<file path="config.mk">
export PLATFORM = sky130hd
export DESIGN_NAME = fifo_modport
export DESIGN_NICKNAME = d
export VERILOG_FILES = /design/src/rtl/fifo_modport.sv
export SDC_FILE = /design/constraint.sdc
export NUM_CORES = 1
export LEC_CHECK = 0
export CAP_MARGIN = 40
export CORE_MARGIN = 1.5
export CORE_UTILIZATION = 55
export DETAILED_ROUTE_END_ITERATION = 16
export PLACE_DENSITY_LB_ADDON = 0.2
export SYNTH_ARGS = -nofsm -noshare
export SYNTH_HDL_FRONTEND = slang
export SYNTH_SLANG_ARGS = --single-unit
export TNS_END_PERCENT = 10
</file>
<file path="constraint.sdc">
create_clock -name wclk -period 11.2 [get_ports wclk]
set_input_delay 1.12 -clock wclk [delete_from_list [all_inputs] [get_ports wclk]]
set_output_delay 1.12 -clock wclk [all_outputs]
set_load 0.1 [all_outputs]
</file>
<file path="src/rtl/fifo_modport.sv">
// Single-clock 32x32 synchronous FIFO exposing the write-side signal set plus a
// minimal read port; storage has its own synchronous clear independent of hw_rst.
module fifo_modport #(
    parameter int DATA_W = 32,
    parameter int DEPTH  = 32
) (
    input  logic                       wclk,
    input  logic                       hw_rst,
    input  logic                       mem_rst,
    input  logic                       sw_rst,
    input  logic [DATA_W-1:0]          wdata,
    input  logic                       write_enable,
    input  logic [$clog2(DEPTH)-1:0]   afull_value,
    input  logic                       read_enable,
    output logic [DATA_W-1:0]          rdata,
    output logic                       rdempty,
    output logic                       underflow,
    output logic                       wfull,
    output logic                       wr_almost_ful,
    output logic                       overflow,
    output logic [$clog2(DEPTH):0]     fifo_write_count,
    output logic [$clog2(DEPTH):0]     wr_level
);
    localparam int AW = $clog2(DEPTH);
    localparam logic [AW:0] DEPTH_CNT = (AW+1)'(DEPTH);

    logic [AW:0]       wptr_reg, rptr_reg, count_reg;
    logic              overflow_reg, underflow_reg;
    logic [DATA_W-1:0] rdata_reg;
    logic [DATA_W-1:0] mem [DEPTH];

    logic full, empty, wr_acc, rd_acc;

    // Acceptance is decided purely on pre-edge count, so a full FIFO drops a
    // write even when a read frees a slot in the same cycle (and vice versa).
    assign full   = (count_reg == DEPTH_CNT);
    assign empty  = (count_reg == '0);
    assign wr_acc = write_enable && !full  && !sw_rst && hw_rst;
    assign rd_acc = read_enable  && !empty && !sw_rst && hw_rst;

    always_ff @(posedge wclk or negedge hw_rst) begin
        if (!hw_rst) begin
            wptr_reg      <= '0;
            rptr_reg      <= '0;
            count_reg     <= '0;
            overflow_reg  <= 1'b0;
            underflow_reg <= 1'b0;
            rdata_reg     <= '0;
        end else if (sw_rst) begin
            wptr_reg      <= '0;
            rptr_reg      <= '0;
            count_reg     <= '0;
            overflow_reg  <= 1'b0;
            underflow_reg <= 1'b0;
        end else begin
            if (wr_acc)
                wptr_reg <= wptr_reg + 1'b1;
            if (rd_acc) begin
                rptr_reg  <= rptr_reg + 1'b1;
                rdata_reg <= mem[rptr_reg[AW-1:0]];
            end
            case ({wr_acc, rd_acc})
                2'b10:   count_reg <= count_reg + 1'b1;
                2'b01:   count_reg <= count_reg - 1'b1;
                default: count_reg <= count_reg;
            endcase
            overflow_reg  <= write_enable && full;
            underflow_reg <= read_enable && empty;
        end
    end

    // Storage is outside the hw_rst domain; mem_rst wipes it and wins over a write.
    always_ff @(posedge wclk) begin
        if (!mem_rst) begin
            for (int i = 0; i < DEPTH; i++)
                mem[i] <= '0;
        end else if (wr_acc) begin
            mem[wptr_reg[AW-1:0]] <= wdata;
        end
    end

    assign rdata            = rdata_reg;
    assign rdempty          = empty;
    assign wfull            = full;
    assign overflow         = overflow_reg;
    assign underflow        = underflow_reg;
    assign fifo_write_count = count_reg;
    assign wr_level         = DEPTH_CNT - count_reg;
    assign wr_almost_ful    = (count_reg >= {1'b0, afull_value});
endmodule

</file>
==> flow_summary.yaml, run 1 <==
outcome:
  outcome: "finished clean"
clocking:
  cts_tree: "built"
  root_buffer: "clkbuf_16"
  cts_resized: 0
  clkLatencyLatePin_ns: 0.68
  cts_buffer_depth: 3
  cts-htree-levels: 3
  cts.clk_slew.worst_paths_ns: 0.06
  cts_hold_buf: 0
  cts_made_buffers: 109
  post_cts_buffers: 0
  cts_sinks: 1074
critical_path:
  worstPathRequired_ns: 10.08
  cp-end-kind: "primary output"
  crit_path_frequent_cell: "a21o_1"
  critical_path.cell_chain: "clkdlybuf4s50_1, ha_1, nand2b_1, a21o_1, a21o_1, a21o_1, a211o_1, clkdlybuf4s50_1, buf_8"
  max_stage_delay_ns: 0.47
  worst_path_max_delay_cell: "clkdlybuf4s50_1"
  crit_fanout: 1
  crit_family: "buffers and inverters"
  cp_num_buf_inv: 3
  crit_arrival_ns: 3.44
  crit_path_start_kind: "input pin"
  timing_worst_setup_path_type: "input pin to primary output"
cells_and_area:
  drive_gt1_share_pct: 18.7
  multi_input_area_um2: 15600
  num-fill-cells: 6123
  regArea_um2: 32000
  largest_reg_flops: 1024
  area_growth_pct: 15.2
  final_area_um2: 55800
  final_nets: 3352
global_routing:
  grt_overflow: 0
  grt_pass1_vias: 28595
  grt_pass1_wl_um: 182000
  grt_max_degree: 119
  antenna_found_initial: 6
  gr-usage-all-layers_pct: 27.7
die:
  start_util_pct: 55.6
  dieArea_um2: 89800
  row_count: 108
  die_h_um: 300
  core_um2: 87000
  die_w_um: 300
  ios: 92
placement:
  postPlaceCellArea_um2: 52200
  gp_congestion: 0.827
  numPortBuffers: 91
  hpwl_um: 72900
timing:
  final_hold_viol_count: 0
  setup_viol: 0
  slew_headroom_pct: 30.7
  period_minus_slack_ns: 4.56
  clock.fmax_ghz: 0.219
  fin_worst_skew_ns: 0.0220
  setup_total_negative_slack_ns: 0
  worstMarginPinSlew_ns: 1.04
  slew_violations: 0
  hold_slack_ns: 0.524
  final.period_utilization_pct: 40.7
  rsz0062_at_grt: "no"
route:
  wirelength_um: 123000
  first_pass_iters: 6
  ant_nets: 0
  vias: 27829
  drtIter0Drc: 3021
  drc_errors: 0
  vias_per_cell: 6.12
  wl_per_cell_um: 27.1
min_path:
  hold_path_class: "flip-flop to flip-flop"
yosys:
  synth-async-reset-ratio_pct: 4.66
  synth_nets: 3286
  ys_seq_elements: 1074
  synthTopCellsByArea: "edfxtp_1 63%, and2_1 13%, mux4_2 8.9%, dfrtp_1 2.6%, mux2i_1 2.4%"
  synth-warning-count: 0
  syn_avg_cell_area_um2: 15.0
  ys.flop_type: "edfxtp_1"
  synth_cells: 3231
  synthesis.area_um2: 48400
  ys_seq_area_share_pct: 66.1
  yosysTopAreaCell: "edfxtp_1"
  synth_edf_count: 1024
  synth_top_area_share_pct: 63.5
  ys_types: 54
power:
  power.total_w: 0.00976
  ir_worst_vdd_uv: 178
  p_leak_nw: 19.9
  p_per_area_nw_per_um2: 175
flow_run:
  drv_cap: 0
[Yosys cell counts (17+ instances only)]
cell and count:
buf_2 49, o22ai_1 86, a22oi_1 46, nor2_1 111, mux2i_1 116, a22o_1 31, dfrtp_1 50, clkbuf_1 244
o21ai_0 37, mux4_2 192, nand3_1 31, edfxtp_1 1024, and2_1 1024, mux2_2 17
[cells in the final DEF, fill, tap and decap left out, drive strengths merged, types with 5 or more instances in the layout]
cell type and instances:
and2 1024, edfxtp 1024, mux4 192, buf 176, clkbuf 134, mux2i 116, nor2 111, clkdlybuf4s50 89
o22ai 86, dfrtp 50, a22oi 46, clkinv 46, o21ai 37, nand3 33, a22o 31, mux2 17
a21oi 14, nand2 14, inv 14, ha 12, nor4 12, nor2b 11, a2111oi 10, bufinv 10
a211o 9, clkinvlp 7, xnor2 6, nand3b 6, nand4 5, xor2 5
[worst paths after layout]
path                                      from       endpoint  slack [ns]  cells after the start
worst min register to register       rdata[17]      rdata[17]        0.52                      2
min in group asynchronous               hw_rst       overflow        0.64                      2
max in group asynchronous               hw_rst    rptr_reg[0]        9.94                      2
worst min-delay path                 rdata[17]      rdata[17]        0.52                      2
worst max-delay path            afull_value[0]  wr_almost_ful        6.64                      9
worst max register to register     rptr_reg[1]       rdata[8]        6.83                      6
[report_power, final]
part	switching (W)	total (W)	internal, W	leakage, nW
sequential	0.000122	0.00471	0.00458	11.1
combinational	0.000887	0.00141	0.000527	7.06
clock	0.00153	0.00364	0.00211	1.75
[final cells by class]
class	instances	share of cell area, %
Multi-Input combinational cell	1836	28.0
Clock inverter	67	1.10
Inverter	10	0.0673
Sequential cell	1074	57.4
Antenna cell	4	0.0179
Timing Repair Buffer	266	5.49
Clock buffer	134	5.32
Tap cell	1155	2.59
[stage by stage]
step	utilization [%]	std cells	setup slack, ns
2_1_floorplan	-	3231	6.06
3_3_place_gp	58.3	4256	6.31
3_5_place_dp	60.0	4341	6.37
4_1_cts	64.1	4542	6.64
5_1_grt	64.1	4545	6.59
6_report	64.1	4546	6.64
[tightest hold or removal path, stage by stage (launching register included)]
cell	delay [ns]
dfrtp_1	0.37
nand2_1	0.06
o31ai_1	0.06
[per-layer routing]
layer	part of all wire, %	track usage, %	up-vias	wire (µm)
met3	7.5	4.40	227	9220
met4	3.0	8.96	2	3680
met2	50	46.9	1105	61800
met5	0.011	0	-	13
li1	-	-	11998	-
met1	39	37.1	14497	48600
[logic make-up (layout without fill, tap and decap cells)]
group / after synthesis / after routing / share of synthesized area (%)
AO/OA/AOI/OAI: 248 / 248 / 3.51
XOR/XNOR: 11 / 11 / 0.199
adder cells (fa/ha/maj): 12 / 12 / 0.310
buffers and inverters: 321 / 477 / 2.72
flip-flops: 1074 / 1074 / 66.1
multiplexers: 325 / 325 / 11.7
other: 0 / 4 / 0
AND/OR/NAND/NOR: 1240 / 1240 / 15.5
Power figures use the tool's default switching activity.
==> inputs of run 2 (changes only) <==
- clock period: 11.2 -> 4.7 ns (I/O delays scaled with it)
==> run 2 against run 1 <==
Largest cell class unchanged. Routed wire length rose by 0.43%. Sequential share of layout area up 0.32 points. Sequential power rose by 140%. Critical path type is now flip-flop to primary output.
==> flow_summary.yaml, run 2 (synthesized netlist as in run 1, its figures left out) <==
outcome:
  outcome: "finished clean"
clocking:
  cts_sinks: 1074
  cts-htree-levels: 3
  clkLatencyLatePin_ns: 0.69
  cts_made_buffers: 108
  post_cts_buffers: 0
  cts_buffer_depth: 3
  root_buffer: "clkbuf_16"
  cts_hold_buf: 0
  cts_tree: "built"
  cts.clk_slew.worst_paths_ns: 0.06
  cts_resized: 0
critical_path:
  max_stage_delay_ns: 0.60
  crit_fanout: 6
  cp_num_buf_inv: 3
  worstPathRequired_ns: 4.23
  crit_arrival_ns: 3.20
  crit_path_start_kind: "flip-flop"
  worst_path_max_delay_cell: "clkdlybuf4s50_1"
  critical_path.cell_chain: "inv_1, ha_1, or4b_4, nor2_1, clkdlybuf4s50_1, buf_8"
  crit_family: "buffers and inverters"
  cp-end-kind: "primary output"
  timing_worst_setup_path_type: "flip-flop to primary output"
power:
  p_leak_nw: 19.9
  ir_worst_vdd_uv: 475
  p_per_area_nw_per_um2: 411
timing:
  worstMarginPinSlew_ns: 0.995
  period_minus_slack_ns: 3.67
  clock.fmax_ghz: 0.272
  slew_headroom_pct: 33.1
  setup_viol: 0
  layout_setup_ws_ns: 1.03
  rsz0062_at_grt: "no"
  fin_worst_skew_ns: 0.0270
  final.period_utilization_pct: 78.1
  slew_violations: 0
  final_hold_viol_count: 0
route:
  drc_errors: 0
  ant_nets: 0
  first_pass_iters: 6
  wl_per_cell_um: 27.1
  vias: 27797
  drtIter0Drc: 3016
  wirelength_um: 124000
  vias_per_cell: 6.10
min_path:
  hold_path_class: "input pin to asynchronous set/reset pin"
cells_and_area:
  fin_cells: 4559
  area_growth_pct: 14.6
  largest_reg_flops: 1024
  final_nets: 3363
  drive_gt1_share_pct: 18.6
  most-common-layout-cells: "1024 x and2_1, 1024 x edfxtp_1, 192 x mux4_2"
global_routing:
  grt_pass1_vias: 28305
  grt_max_degree: 99
  grt_pass1_wl_um: 183000
  grt_overflow: 0
  antenna_found_initial: 8
  gr-usage-all-layers_pct: 27.9
die:
  dieArea_um2: 89800
  row_count: 108
  die_h_um: 300
  start_util_pct: 55.6
  die_w_um: 300
  ios: 92
  core_um2: 87000
flow_run:
  drv_cap: 0
placement:
  gp_congestion: 0.870
  numPortBuffers: 91
  hpwl_um: 76200
  place_inst: 4353
  dp_slack_ns: 1.07
[run 2: worst reg2reg max path, stage by stage (launching register included)]
cell and delay, ns:
dfrtp_1 0.45, inv_1 0.20, ha_1 0.26, nor4b_2 0.69, mux2i_1 0.62, xnor2_1 0.13, ha_1 0.27, nor4_1 0.28
mux2i_1 0.14, or3_1 0.33, a21oi_1 0.15
[run 2: area by class of cell]
cell class,count,area (µm²)
sequential,1074,32000
fill,6215,31500
multi-input combinational,1836,15600
clock buffer,157,3010
timing repair buffer,278,3000
tap,1155,1450
clock inverter,45,370
inverter,10,37.5
antenna,4,10.0
[run 2: path summary, 6_finish.rpt]
kind,cells after the start,from,slack (ns),end
setup / recovery,6,fifo_write_count[0],1.03,rdempty
hold / removal,2,hw_rst,0.03,fifo_write_count[4]
setup reg to reg,10,fifo_write_count[0],1.11,fifo_write_count[4]
hold reg to reg,1,rdata[4],0.52,rdata[4]
max in group asynchronous,2,hw_rst,4.02,rptr_reg[1]
min in group wclk,5,hw_rst,0.43,wptr_reg[1]
[run 2: routing by layer]
metal | up-vias | part of all wire (%) | GRT usage [%] | routed length (µm)
met2 | 1167 | 50 | 46.9 | 62000
met3 | 192 | 8.3 | 4.41 | 10200
met1 | 14428 | 39 | 38.3 | 48600
met4 | 0 | 2.4 | 7.64 | 2970
li1 | 12010 | - | - | -
met5 | - | 0 | 0 | 0
[run 2: report_power, final]
part           switching [W]  total (W)  internal (W)
clock                0.00359    0.00831       0.00471
combinational        0.00213    0.00332       0.00119
sequential          0.000250     0.0112        0.0109
total                0.00598     0.0228        0.0168
[run 2: stage by stage]
step / instance area, µm² / utilization [%] / power, W / hold WS [ns] / setup TNS (ns)
3_5_place_dp: 52100 / 59.9 / 0.0147 / 0.495 / 0
6_report: 55500 / 63.8 / 0.0228 / 0.0284 / 0
5_1_grt: 55500 / 63.7 / 0.0234 / 0.0538 / 0
2_1_floorplan: 48400 / - / 0.0133 / 0.174 / -440.02
4_1_cts: 55500 / 63.7 / 0.0229 / 0.0226 / 0
3_3_place_gp: 51000 / 58.6 / 0.0142 / 0.506 / 0
